### src/rtl/filter_decimator.sv
// Boxcar decimator: averages each group of 2^LOG2_DEC samples and queues the
// results in a show-ahead FIFO with a valid/ready output and sticky overflow.
module filter_decimator #(
    parameter int unsigned DATA_W     = 16,
    parameter int unsigned LOG2_DEC   = 2,
    parameter int unsigned LOG2_DEPTH = 2
) (
    input  logic                  clk,
    input  logic                  reset,
    input  logic [DATA_W-1:0]     Yn,
    input  logic                  in_en,
    output logic [DATA_W-1:0]     m_data,
    output logic                  m_valid,
    input  logic                  m_ready,
    output logic [LOG2_DEPTH:0]   count,
    output logic                  overflow,
    input  logic                  clr_ovf
);
    localparam int unsigned AccW  = DATA_W + LOG2_DEC;
    localparam int unsigned Depth = 2 ** LOG2_DEPTH;

    logic [AccW-1:0]       acc_q, acc_d, sum;
    logic [LOG2_DEC-1:0]   phase_q, phase_d;
    logic [LOG2_DEPTH:0]   wr_q, wr_d, rd_q, rd_d;
    logic                  ovf_q, ovf_d;
    logic [DATA_W-1:0]     mem_q [Depth];
    logic [DATA_W-1:0]     result;
    logic                  push, pop, full, empty, do_write, drop;

    assign sum    = acc_q + {{LOG2_DEC{1'b0}}, Yn};
    assign result = sum[AccW-1:LOG2_DEC];
    assign push   = in_en && (&phase_q);

    assign empty = (wr_q == rd_q);
    assign full  = (wr_q[LOG2_DEPTH] != rd_q[LOG2_DEPTH]) &&
                   (wr_q[LOG2_DEPTH-1:0] == rd_q[LOG2_DEPTH-1:0]);
    assign pop   = !empty && m_ready;
    // A simultaneous pop frees the head slot, so a push into a full FIFO still lands.
    assign do_write = push && (!full || pop);
    assign drop     = push && full && !pop;

    always_comb begin
        acc_d   = acc_q;
        phase_d = phase_q;
        wr_d    = wr_q;
        rd_d    = rd_q;
        ovf_d   = ovf_q;
        if (in_en) begin
            if (push) begin
                acc_d   = '0;
                phase_d = '0;
            end else begin
                acc_d   = sum;
                phase_d = phase_q + 1'b1;
            end
        end
        if (do_write) wr_d = wr_q + 1'b1;
        if (pop)      rd_d = rd_q + 1'b1;
        if (clr_ovf)  ovf_d = 1'b0;
        if (drop)     ovf_d = 1'b1;
    end

    always_ff @(posedge clk or posedge reset) begin
        if (reset) begin
            acc_q   <= '0;
            phase_q <= '0;
            wr_q    <= '0;
            rd_q    <= '0;
            ovf_q   <= 1'b0;
        end else begin
            acc_q   <= acc_d;
            phase_q <= phase_d;
            wr_q    <= wr_d;
            rd_q    <= rd_d;
            ovf_q   <= ovf_d;
        end
    end

    always_ff @(posedge clk) begin
        if (do_write) mem_q[wr_q[LOG2_DEPTH-1:0]] <= result;
    end

    assign m_valid  = !empty;
    assign m_data   = empty ? '0 : mem_q[rd_q[LOG2_DEPTH-1:0]];
    assign count    = wr_q - rd_q;
    assign overflow = ovf_q;
endmodule

### config.mk
export PLATFORM = sky130hd
export DESIGN_NAME = filter_decimator
export DESIGN_NICKNAME = d
export VERILOG_FILES = /design/src/rtl/filter_decimator.sv
export SDC_FILE = /design/constraint.sdc
export NUM_CORES = 1
export LEC_CHECK = 0
export CAP_MARGIN = 10
export CORE_ASPECT_RATIO = 1.1
export CORE_MARGIN = 5
export CORE_UTILIZATION = 45
export DETAILED_ROUTE_END_ITERATION = 16
export PLACE_DENSITY = 0.73
export SLEW_MARGIN = 20
export SYNTH_ARGS = -nofsm -noshare
export SYNTH_HDL_FRONTEND = slang
export SYNTH_SLANG_ARGS = --single-unit
### constraint.sdc
create_clock -name clk -period 3.9 [get_ports clk]
set_input_delay 0.78 -clock clk [delete_from_list [all_inputs] [get_ports clk]]
set_output_delay 0.78 -clock clk [all_outputs]
set_load 0.05 [all_outputs]
## After elaboration in Yosys (flattened, before gate mapping)

Memories as Yosys holds them, arrays and structs flattened.
Cells that the tools add are included.

| word-level totals | value |
|---|---|
| output and inout bits | 21 |
| memories | 1 |
| RAM bits | 64 |
| flip-flop bits (word level) | 27 |
| word-level logic and storage cells | 33 |

Memories:

| name | depth | bits a word | rd ports | clocked after memory_dff | write ports | line | RTL |
|---|---|---|---|---|---|---|---|
| mem_q | 4 | 16 | 1 | 0 | 1 | 26 | `logic [DATA_W-1:0] mem_q [Depth];` |

| operators by class | value |
|---|---|
| reduce and logical (&&, ||, !) cells | 12 |
| equal/unequal tests | 3 |
| add/sub/neg operators | 5 |
| multiplexer cells | 7 |

Operators with widths:

| kind | number |
|---|---|
| adder 18 x 16 -> 18 bit | 1 |
| 2-to-1 mux 18 bit | 1 |
| 2-to-1 mux 16 bit | 1 |
| adder 3 x 1 -> 3 bit, second input constant | 2 |
| logical AND 1 bit | 6 |
| 2-to-1 mux 1 bit | 4 |
| equality test 3 bit | 1 |
| logical NOT 1 bit | 3 |
| subtractor 3 bit | 1 |
| adder 2 x 1 -> 2 bit, second input constant | 1 |
| equality test 2 bit | 1 |
| 2-to-1 mux 2 bit | 1 |
| AND reduction 2 bit | 1 |
| nonzero test 2 bit | 1 |
| logical OR 1 bit | 1 |
| inequality test 1 bit | 1 |

## Depth between registers and ports, before layout

| depth | value |
|---|---|
| word-level depth | 7 |
| depth in mapped cells | 9 |

## Least setup slack after synthesis

Ideal clock, no wire load.

| path | value |
|---|---|
| path type | register to output |
| from | reg rd_q[1] |
| to | out m_data[10] |
| required time | 3120 ps |
| stages on the path, launching flop included | 8 |
| arrival | 2687 ps |
| path slack | 433 ps |
| path buffers | 3 |
| path through | dfrtp_1 > clkbuf_1 > clkbuf_1 > inv_1 > ha_1 > nand3_1 > clkbuf_1 > and2_1 |

| on the way | value |
|---|---|
| word-level cells in the longest chain between the ends | 2 |
| elaborated cells between the ends (all ways) | 3 |
| classes of those cells | eq/ne: 1; mux: 1; memory: 1 |

Ends and longest elaborated chain:

| what | line | RTL |
|---|---|---|
| start, declared | 24 | `logic [LOG2_DEPTH:0] wr_q, wr_d, rd_q, rd_d;` |
| start signal, assigned | 74 | `rd_q <= rd_d;` |
| memory read (4 x 16 bit) or equality test 3 bit (tied branches) | - |  |
| 2-to-1 mux 16 bit * | 84 | `assign m_data = empty ? '0 : mem_q[rd_q[LOG2_DEPTH-1:0]];` |
| end, declared | 12 | `output logic [DATA_W-1:0] m_data,` |

Mark *: on every way between the ends. The rest lies on a longest branch, timed or not.

## Final worst setup path

| path | value |
|---|---|
| from | reg wr_q[0] |
| to | out count[2] |

| on the way | value |
|---|---|
| word-level cells in the longest chain between the ends | 1 |

Ends and longest elaborated chain:

| what | line | RTL |
|---|---|---|
| start, declared | 24 |  |
| start signal, assigned | 73 | `wr_q <= wr_d;` |
| subtractor 3 bit | 85 | `assign count = wr_q - rd_q;` |
| end, declared | 15 | `output logic [LOG2_DEPTH:0] count,` |

Every way passes these cells.

==> flow_summary.toml <==
[clocking]
path_clk_slew_ns = 0.09
post-cts-setup-buffers = 0
clock_sinks = 91
ctsHtreeMaxLevel = 3
cts_root_buf = "clkbuf_8"
numCtsBuffers = 9
post_cts_resized = 0
holdBufCountCts = 0
clock_latency_ns = 0.35
cts_tree = "done"
cts_max_path_buffers = 2

[outcome]
outcome = "completed"

[yosys]
synth_top_cell_by_area = "edfxtp_1"
ys_seq_area_share_pct = 58.1
ys_warn_count = 0
ys_ff_latch = 91
synth_top_area_share_pct = 43.0
syn_area_per_cell_um2 = 14.3
ys_top_cells_by_area = "edfxtp_1 (43%), dfrtp_1 (15%), mux4_2 (8.1%)"
synth_nets = 360
netlist_area_um2 = 4470
synth_cells = 313
ys_types = 46

[die]
rows = 38
core_area_um2 = 9790
start_util_pct = 45.7
io_pins = 42
dieWidth_um = 105
die_y_um = 115
die-area_um2 = 12000

[global_routing]
antenna_found_initial = 0
globalRoute.totalOverflow = 0
grt_use_total_pct = 15.6
grt_pass1_vias = 2880
grt_pass1_wl_um = 14700
grt_max_degree = 28

[worst_setup_path]
r2r_start = "acc_q[0]"
path_buf_inv = 2
worstSetupPathDepth = 5
worstPathArrival_ns = 2.42
worst_setup_path_start_kind = "flop"
critPathSlowestCell = "clkdlybuf4s50_1"
crit_chain = "inv_1, ha_1, fa_1, xnor2_1, clkdlybuf4s50_1"
reg2reg_depth = 7
critPathMaxFanout = 4
cp_top_family = "buffers and inverters"
slowest_delay_ns = 0.82
r2r-end = "acc_q[12]"
crit_type = "flop to primary output"
cp-startpoint = "wr_q[0]"
crit_end = "count[2]"
r2r_setup_slack_ns = 1.44
crit_required_ns = 3.12
crit_path_end_kind = "primary output"

[sta]
finalCriticalPeriod_ns = 3.20
fmax_mhz = 313
tns_ns = 0
min_period_over_period_pct = 82.0
hold_viol = 0
setup_violations = 0
drv_slew = 0
worst-slew-pin-transition_ns = 0.741
rsz0062_at_grt = "no"
skew_ns = 0.00891
maxSlewHeadroom_pct = 50.5

[detailed_routing]
firstDrtPassIters = 5
drt_iter0_markers = 115
wl_per_cell_um = 17.9
drc = 0
route.vias.total = 2753
wl_um = 8740
vias_per_cell = 5.64
detail-route-antenna-nets = 0

[cells_and_area]
layout-drive-gt1-share_pct = 17.7
area_growth_pct = 16.6
fin_nets = 410
antennaDiodeCount = 0

[job]
drv_cap = 0

[placement]
place_congestion = 0.822
io_buffers = 41
dp_hpwl_um = 6240

[min_path]
hold_path.class = "flop to flop"
-- synthesized netlist by cell type (all sizes together) --
cell type and count:
edfxtp 64, dfrtp 27, ha 24, and2 21, mux4 16, nand2 16, xnor2 15, inv 13
a21oi 12, a22o 10, clkbuf 10, o21ai 7, a21o 6, and3 6, xor2 6, nand3 5
nand4 5, a31oi 4, nor2 4, mux2 3, o21a 3, o2bb2ai 3, a211o 2, a221o 2
a221oi 2, a31o 2, and4 2, buf 2, fa 2, nor2b 2, nor3 2, o21bai 2
o311ai 2, a22oi 1, a2bb2oi 1, a32o 1, clkinv 1, nand2b 1, nand4b 1, o2111a 1
o2111ai 1, o311a 1, o32ai 1, or4 1
-- state kept, by name, summed over array words and instances (netlist names) --
name	flops
acc_q	18
overflow	1
wr_q	3
rd_q	3
mem_q	64
phase_q	2
-- worst reg2reg max path: cells and delay by family, from the launching register on --
family	cells	cell delay, ns
AO/OA/AOI/OAI	4	1.14
XOR/XNOR	1	0.21
adder cells (fa/ha/maj)	2	0.62
flip-flops	1	0.39
-- through the flow --
| step | setup WS [ns] | cell area (um^2) | util (%) | hold slack, ns | instances |
|---|---|---|---|---|---|
| 2_1_floorplan | 0.433 | 4470 | - | 0.459 | 313 |
| 3_3_place_gp | 0.650 | 5020 | 51.3 | 0.474 | 472 |
| 3_5_place_dp | 0.647 | 5020 | 51.3 | 0.481 | 472 |
| 4_1_cts | 0.661 | 5220 | 53.2 | 0.499 | 488 |
| 5_1_grt | 0.566 | 5220 | 53.2 | 0.517 | 488 |
| 6_report | 0.701 | 5220 | 53.2 | 0.493 | 488 |
-- routing by layer --
metal / GRT usage [%] / share of wire (%)
met1: 19.9 / 43
met4: 4.52 / 0.93
met2: 26.5 / 51
met3: 3.78 / 5.1
met5: 0 / 0
-- layout make-up --
type | count | area [um^2]
Clock buffer | 10 | 128
Multi-Input combinational cell | 196 | 1780
Tap cell | 120 | 150
Sequential cell | 91 | 2600
Timing Repair Buffer | 51 | 445
Clock inverter | 6 | 65.1
Inverter | 14 | 52.6
Fill cell | 823 | 4580
-- worst min-delay path by stage --
stage                  start  endpoint  slack (ns)  cells after the start
finish               rd_q[2]   rd_q[2]        0.49                      1
global route         rd_q[2]   rd_q[2]        0.52                      1
CTS                  rd_q[2]   rd_q[2]        0.50                      1
detailed placement  acc_q[0]  acc_q[0]        0.48                      1
global placement    acc_q[0]  acc_q[0]        0.47                      1
floorplan           acc_q[0]  acc_q[0]        0.46                      1
-- cell families (layout without fill, tap and decap cells) --
group	Yosys count	count (layout)	synth area share [%]
adders and majority gates	26	26	7.61
DFF	91	91	58.1
muxes	19	19	8.81
xor gates and xnor gates	21	21	4.11
AOI/OAI and AO/OA	64	64	11.1
and+or+nand+nor	66	66	8.11
buffers and inverters	26	81	2.24
-- layout by cell type, fill, tap and decap left out, types with 5 or more instances in the layout --
| master | Yosys | final |
|---|---|---|
| edfxtp_1 | 64 | 64 |
| dfrtp_1 | 27 | 27 |
| buf_4 | 0 | 26 |
| clkdlybuf4s50_1 | 0 | 25 |
| ha_1 | 24 | 24 |
| and2_1 | 21 | 21 |
| nand2_1 | 16 | 16 |
| mux4_2 | 16 | 16 |
| xnor2_1 | 15 | 15 |
| a21oi_1 | 12 | 12 |
| inv_1 | 13 | 12 |
| a22o_1 | 10 | 10 |
| clkbuf_8 | 0 | 9 |
| a21o_1 | 6 | 6 |
| and3_1 | 6 | 6 |
| xor2_1 | 6 | 6 |
| nand4_1 | 5 | 5 |
| nand3_1 | 5 | 5 |
Power is left out: the tool's default activity adds up to more than one toggle a clock period on the data nets, which glitch-free logic cannot reach.
==> patch 1 (same flow settings) <==
Change the parameter `DATA_W` from 16 to 20.
--- a/src/rtl/filter_decimator.sv
+++ b/src/rtl/filter_decimator.sv
@@ -1,7 +1,7 @@
 // Boxcar decimator: averages each group of 2^LOG2_DEC samples and queues the
 // results in a show-ahead FIFO with a valid/ready output and sticky overflow.
 module filter_decimator #(
-    parameter int unsigned DATA_W     = 16,
+    parameter int unsigned DATA_W     = 20,
     parameter int unsigned LOG2_DEC   = 2,
     parameter int unsigned LOG2_DEPTH = 2
 ) (
Interface: changed (resized Yn and m_data); port bits go from 42 to 50. The function was not compared with the original's and may differ.
==> patch 1 against the unedited design <==
Sequential share of layout area is 2.3 points lower. Cell area is 28% higher. Critical path depth stayed put. Sequential cell count is 20 higher. Synthesized cell count is 26% higher. Synthesized area is 24% higher. Worst setup slack worse by 54 ps. Routed wire length is 28% higher. Register-to-register slack worse by 240 ps. Utilization is 2.1 points higher.
Power is left out: the tool's default activity adds up to more than one toggle a clock period on the data nets, which glitch-free logic cannot reach.
==> patch 1: results (changes against the unedited design) <==
* DP Wirelength at 7990 um (+28%)
* Synth top cells by count: edfxtp_1 (80), dfrtp_1 (31), and2_1 (29)
* Detail Route met2 WL at 5460 um (+23%)
* Pre-CTS setup slack at 440 ps (-206 ps)
* Worst slew pin tran at 831 ps (+90.0 ps)
* Clk Latency, worst-skew pair at 350 ps (about the same)
* Fin Hold WS at 497 ps (+4.47 ps)
* Global-route wire length before repair at 18,300 um (+25%)
* Met1 wire length at 5010 um (+32%)
* Cts repair resizes at 0 (unchanged)
* Largest net degree at the start of global routing at 32 (+14%)
* Final Cycle Share at 83.4% (+1.4 points)
* Post-Synthesis Net Count at 448 (+24%)
* Reg2Reg Launch Point: acc_q[0]$_DFFE_PP0P_
* CP max-delay cell: clkdlybuf4s50_1
* Worst r2r dst: mem_q[2][12]$_DFFE_PP_
* Max reg flops at 80 (+25%)
* Vias in the first global route at 3,583 (+24%)
* RD Place Congestion at 0.949 (+16%)
* Worst R2R Path Depth at 8 (+1)
* Synth top area cells: edfxtp_1 (43%), dfrtp_1 (14%), mux4_2 (8.1%)
* WL/cell at 18.5 um (+3.6%)
* Layout Skew at 10.9 ps (+2.03 ps)
* Via count at 3,336 (+21%)
* GRT Total Usage at 16.2% (+0.57 points)
* Root Driver: clkbuf_16
* FF-to-FF setup slack at 1200 ps (-240 ps)
* Status: complete, no violations
* Share of cells above drive strength 1 at 17.7% (about the same)
* Cell count after synthesis at 393 (+26%)
* Drt first pass iters at 4 (-1)
* DP Area at 0.00639 mm^2 (+27%)
* Sequential area share after synthesis at 57.1% (-0.99 points)
* Nets at 497 (+21%)
* Met3 WL at 435 um (-2.5%)
* Inst Count DP at 585 (+24%)
* Worst Path Arrival at 2470 ps (+50 ps)
* Clk buf depth at 2 (unchanged)
* EDFF count, synth at 80 (+25%)
* Port bufs at 49 (+20%)
* Reg clk slew, reported paths at 70 ps (-20 ps)
* Crit path to: count[2]
* Cell variety after synth at 58 (+26%)
* Post-synth ARST share at 27.9% (-1.7 points)
* Min-delay worst type: reg2reg
* Final wirelength at 11,100 um (+28%)
* DRT iter0 DRCs at 163 (+42%)
-- patch 1: cell type report --
cell class	count	area [um^2]
fillers	970	5390
flip-flops and latches	111	3180
well taps	154	193
clock buffers	9	225
repair buffers	57	748
inverters	13	48.8
multi-input cells	250	2220
clock inverters	7	78.8
-- patch 1: worst min-delay path by stage --
stage	from	endpoint
3_3_place_gp	phase_q[0]$_DFFE_PP0P_	phase_q[0]$_DFFE_PP0P_
4_1_cts	rd_q[2]$_DFFE_PP0P_	rd_q[2]$_DFFE_PP0P_
3_5_place_dp	overflow$_DFFE_PP0P_	overflow$_DFFE_PP0P_
6_report	overflow$_DFFE_PP0P_	overflow$_DFFE_PP0P_
2_1_floorplan	acc_q[14]$_DFFE_PP0P_	acc_q[14]$_DFFE_PP0P_
5_1_grt	wr_q[2]$_DFFE_PP0P_	wr_q[2]$_DFFE_PP0P_
-- patch 1: layer usage --
layer / up-vias / global-route usage, %
met2: 72 / 26.4
met3: 16 / 3.00
li1: 1610 / -
met5: - / 0
met1: 1638 / 21.5
met4: 0 / 5.87
-- patch 1: worst max-delay path, delay by kind of cell (launching register included) --
kind	cells	cell delay (ps)
xor+xnor	1	190
buf+inv	2	950
flops	1	380
fa+ha+maj	2	620
-- patch 1: kinds of logic (layout without fill, tap and decap cells) --
family                   after synthesis  count (layout)  synth area share (%)
flip-flops                           111             111                  57.1
multiplexers                          26              26                  9.21
AO/OA/AOI/OAI                         81              81                  11.3
adder cells (fa/ha/maj)               30              30                  7.01
AND/OR/NAND/NOR                       91              91                  8.96
buffers and inverters                 32              86                  3.01
XOR/XNOR                              22              22                  3.46
==> patch 2 (config.mk and constraints unchanged) <==
Made on the original files. Register the output `count`, with the module's reset; this adds one clock of latency there. The other outputs are not delayed to match.
--- a/src/rtl/filter_decimator.sv
+++ b/src/rtl/filter_decimator.sv
@@ -82,7 +82,13 @@
 
     assign m_valid  = !empty;
     assign m_data   = empty ? '0 : mem_q[rd_q[LOG2_DEPTH-1:0]];
-    assign count    = wr_q - rd_q;
+    always_ff @(posedge clk or posedge reset) begin
+        if (reset) begin
+            count <= '0;
+        end else begin
+            count <= wr_q - rd_q;
+        end
+    end
     assign overflow = ovf_q;
 endmodule
 
Behaviour: not the same (Yosys sat finds a counterexample within 10 cycles, from zero or initial values and one cycle with reset high).
==> patch 2 against the unedited design <==
Synthesized area rose by 2.4%. Count of clock-buffer cells in the layout did not move. First-iteration DRC count up 69%. Worst setup slack lost 120 ps. Sequential cell count increased by 3. Die area up 2.2%. Cell area grew 2.9%. Critical endpoint is now mem_q[2][14]$_DFFE_PP_. Cell count rose by 3.1%. Fmax fell by 3.7%. Via count grew 4.4%. Routed wire length fell by 0.50%.
Power is not shown: default switching activity piles up to over one toggle a cycle in this logic, so the estimate is an artifact.
==> patch 2: results (changes against the unedited design) <==
* Initial antenna violation count at 0 (unchanged)
* Sequential area share after synthesis at 58.3% (+0.28 points)
* CTS H-tree depth at 3 (unchanged)
* Final wirelength at 8690 um (-0.50%)
* Cts repair resizes at 0 (unchanged)
* Reg clk slew, reported paths at 80 ps
* Clk Latency, worst-skew pair at 360 ps
* Drt first pass iters at 4 (-1)
* GRT Total Usage at 15.4% (-0.21 points)
* Synth top cells by count: edfxtp_1 (64), dfrtp_1 (30), ha_1 (24)
* Via count at 2,873 (+4.4%)
* Min-delay worst type: reg2reg
* Residual DRC count at 0 (unchanged)
* Mux cell area share after synthesis at 9.26% (+0.45 points)
* Worst slew pin tran at 526 ps (-215 ps)
* Antenna diode count at 0 (unchanged)
* Status: complete, no violations
* Fill cell count at 808 (-1.8%)
* Nets at 425 (+3.7%)
* Met3 usage at 3.01% (-0.77 points)
* Post-route insts no fill at 503 (+3.1%)
* Port bufs at 41 (unchanged)
* Layout Skew at 7.34 ps (-1.56 ps)
* Worst Path Max Fanout at 5 (+1)
* Share of cells above drive strength 1 at 17.2% (-0.43 points)
* Inst Count DP at 487 (+3.2%)
* Global-route wire length before repair at 14,500 um (-1.4%)
* M2 GR Usage at 25.1% (-1.4 points)
* Post-synth ARST share at 31.9% (+2.2 points)
* Pre-CTS setup slack at 245 ps (-401 ps)
* GR Util met1 at 20.5% (+0.66 points)
* Synth top area cells: edfxtp_1 (42%), dfrtp_1 (16%), mux4_2 (7.9%)
* Ys Warns at 0 (unchanged)
* Cell count after synthesis at 329 (+5.1%)
* DRT iter0 DRCs at 194 (+69%)
* Clk buf depth at 2 (unchanged)
* Root Driver: clkbuf_8
* Max reg flops at 64 (unchanged)
* RD Place Congestion at 0.938 (+14%)
* Inserted Clock Buffers at 9 (unchanged)
* Post-CTS Setup Bufs at 0 (unchanged)
* DP Wirelength at 6110 um (-2.0%)
* EDFF count, synth at 64 (unchanged)
* Worst Path Arrival at 3420 ps (+1000 ps)
* Largest net degree at the start of global routing at 31 (+11%)
* Cell variety after synth at 51 (+11%)
* Post-Synthesis Net Count at 376 (+4.4%)
* Adder-cell share of the synthesized area at 7.43% (-0.18 points)
* Compound-cell area share of the yosys netlist at 9.72% (-1.4 points)
* XOR/XNOR share of the synthesized area at 3.82% (-0.29 points)
-- patch 2: path summary, 6_finish.rpt --
kind	from	to	slack, ps	cells past startpoint
worst max-delay path	Yn[0]	mem_q[2][14]$_DFFE_PP_	580	9
worst min-delay path	phase_q[0]$_DFFE_PP0P_	phase_q[0]$_DFFE_PP0P_	490	1
worst max register to register	acc_q[0]$_DFFE_PP0P_	mem_q[2][14]$_DFFE_PP_	1020	8
worst min register to register	phase_q[0]$_DFFE_PP0P_	phase_q[0]$_DFFE_PP0P_	490	1
max in group asynchronous	reset	acc_q[12]$_DFFE_PP0P_	2800	3
min in group asynchronous	reset	overflow$_DFFE_PP0P_	800	3
-- patch 2: worst max-delay path, cell delays in order --
cell	delay [ps]
clkdlybuf4s50_1	400
ha_1	220
fa_1	410
a21o_1	220
a221oi_2	320
o21ai_2	160
and3_4	190
or2_1	240
a211oi_1	460
-- patch 2: stage by stage --
| stage | utilization, % | hold WS [ps] | area (um^2) |
|---|---|---|---|
| 6_report | 54.0 | 487 | 5370 |
| 5_1_grt | 54.0 | 523 | 5370 |
| 4_1_cts | 54.0 | 490 | 5370 |
| 3_5_place_dp | 51.6 | 478 | 5130 |
| 3_3_place_gp | 51.6 | 464 | 5130 |
| 2_1_floorplan | - | 450 | 4580 |
-- patch 2: cell families after synthesis --
kind of cell | Yosys count
XOR/XNOR | 20
AND/OR/NAND/NOR | 79
flip-flops | 94
buffers and inverters | 26
multiplexers | 22
adder cells (fa/ha/maj) | 26
AO/OA/AOI/OAI | 62
-- patch 2: layout make-up --
| cell class | count | area (um^2) | share of cell area [%] |
|---|---|---|---|
| flip-flops and latches | 94 | 2670 | 49.8 |
| multi-input cells | 209 | 1810 | 33.7 |
| well taps | 120 | 150 | 2.80 |
| clock buffers | 10 | 128 | 2.38 |
| clock inverters | 6 | 110 | 2.05 |
| repair buffers | 52 | 453 | 8.44 |
| inverters | 12 | 45.0 | 0.839 |
-- patch 2: per-layer routing --
metal | vias up | wire [um] | share of wire, %
met5 | - | 0 | 0
met4 | 0 | 163 | 1.9
met3 | 12 | 423 | 4.9
met2 | 88 | 4240 | 49
met1 | 1432 | 3870 | 45
li1 | 1341 | - | -
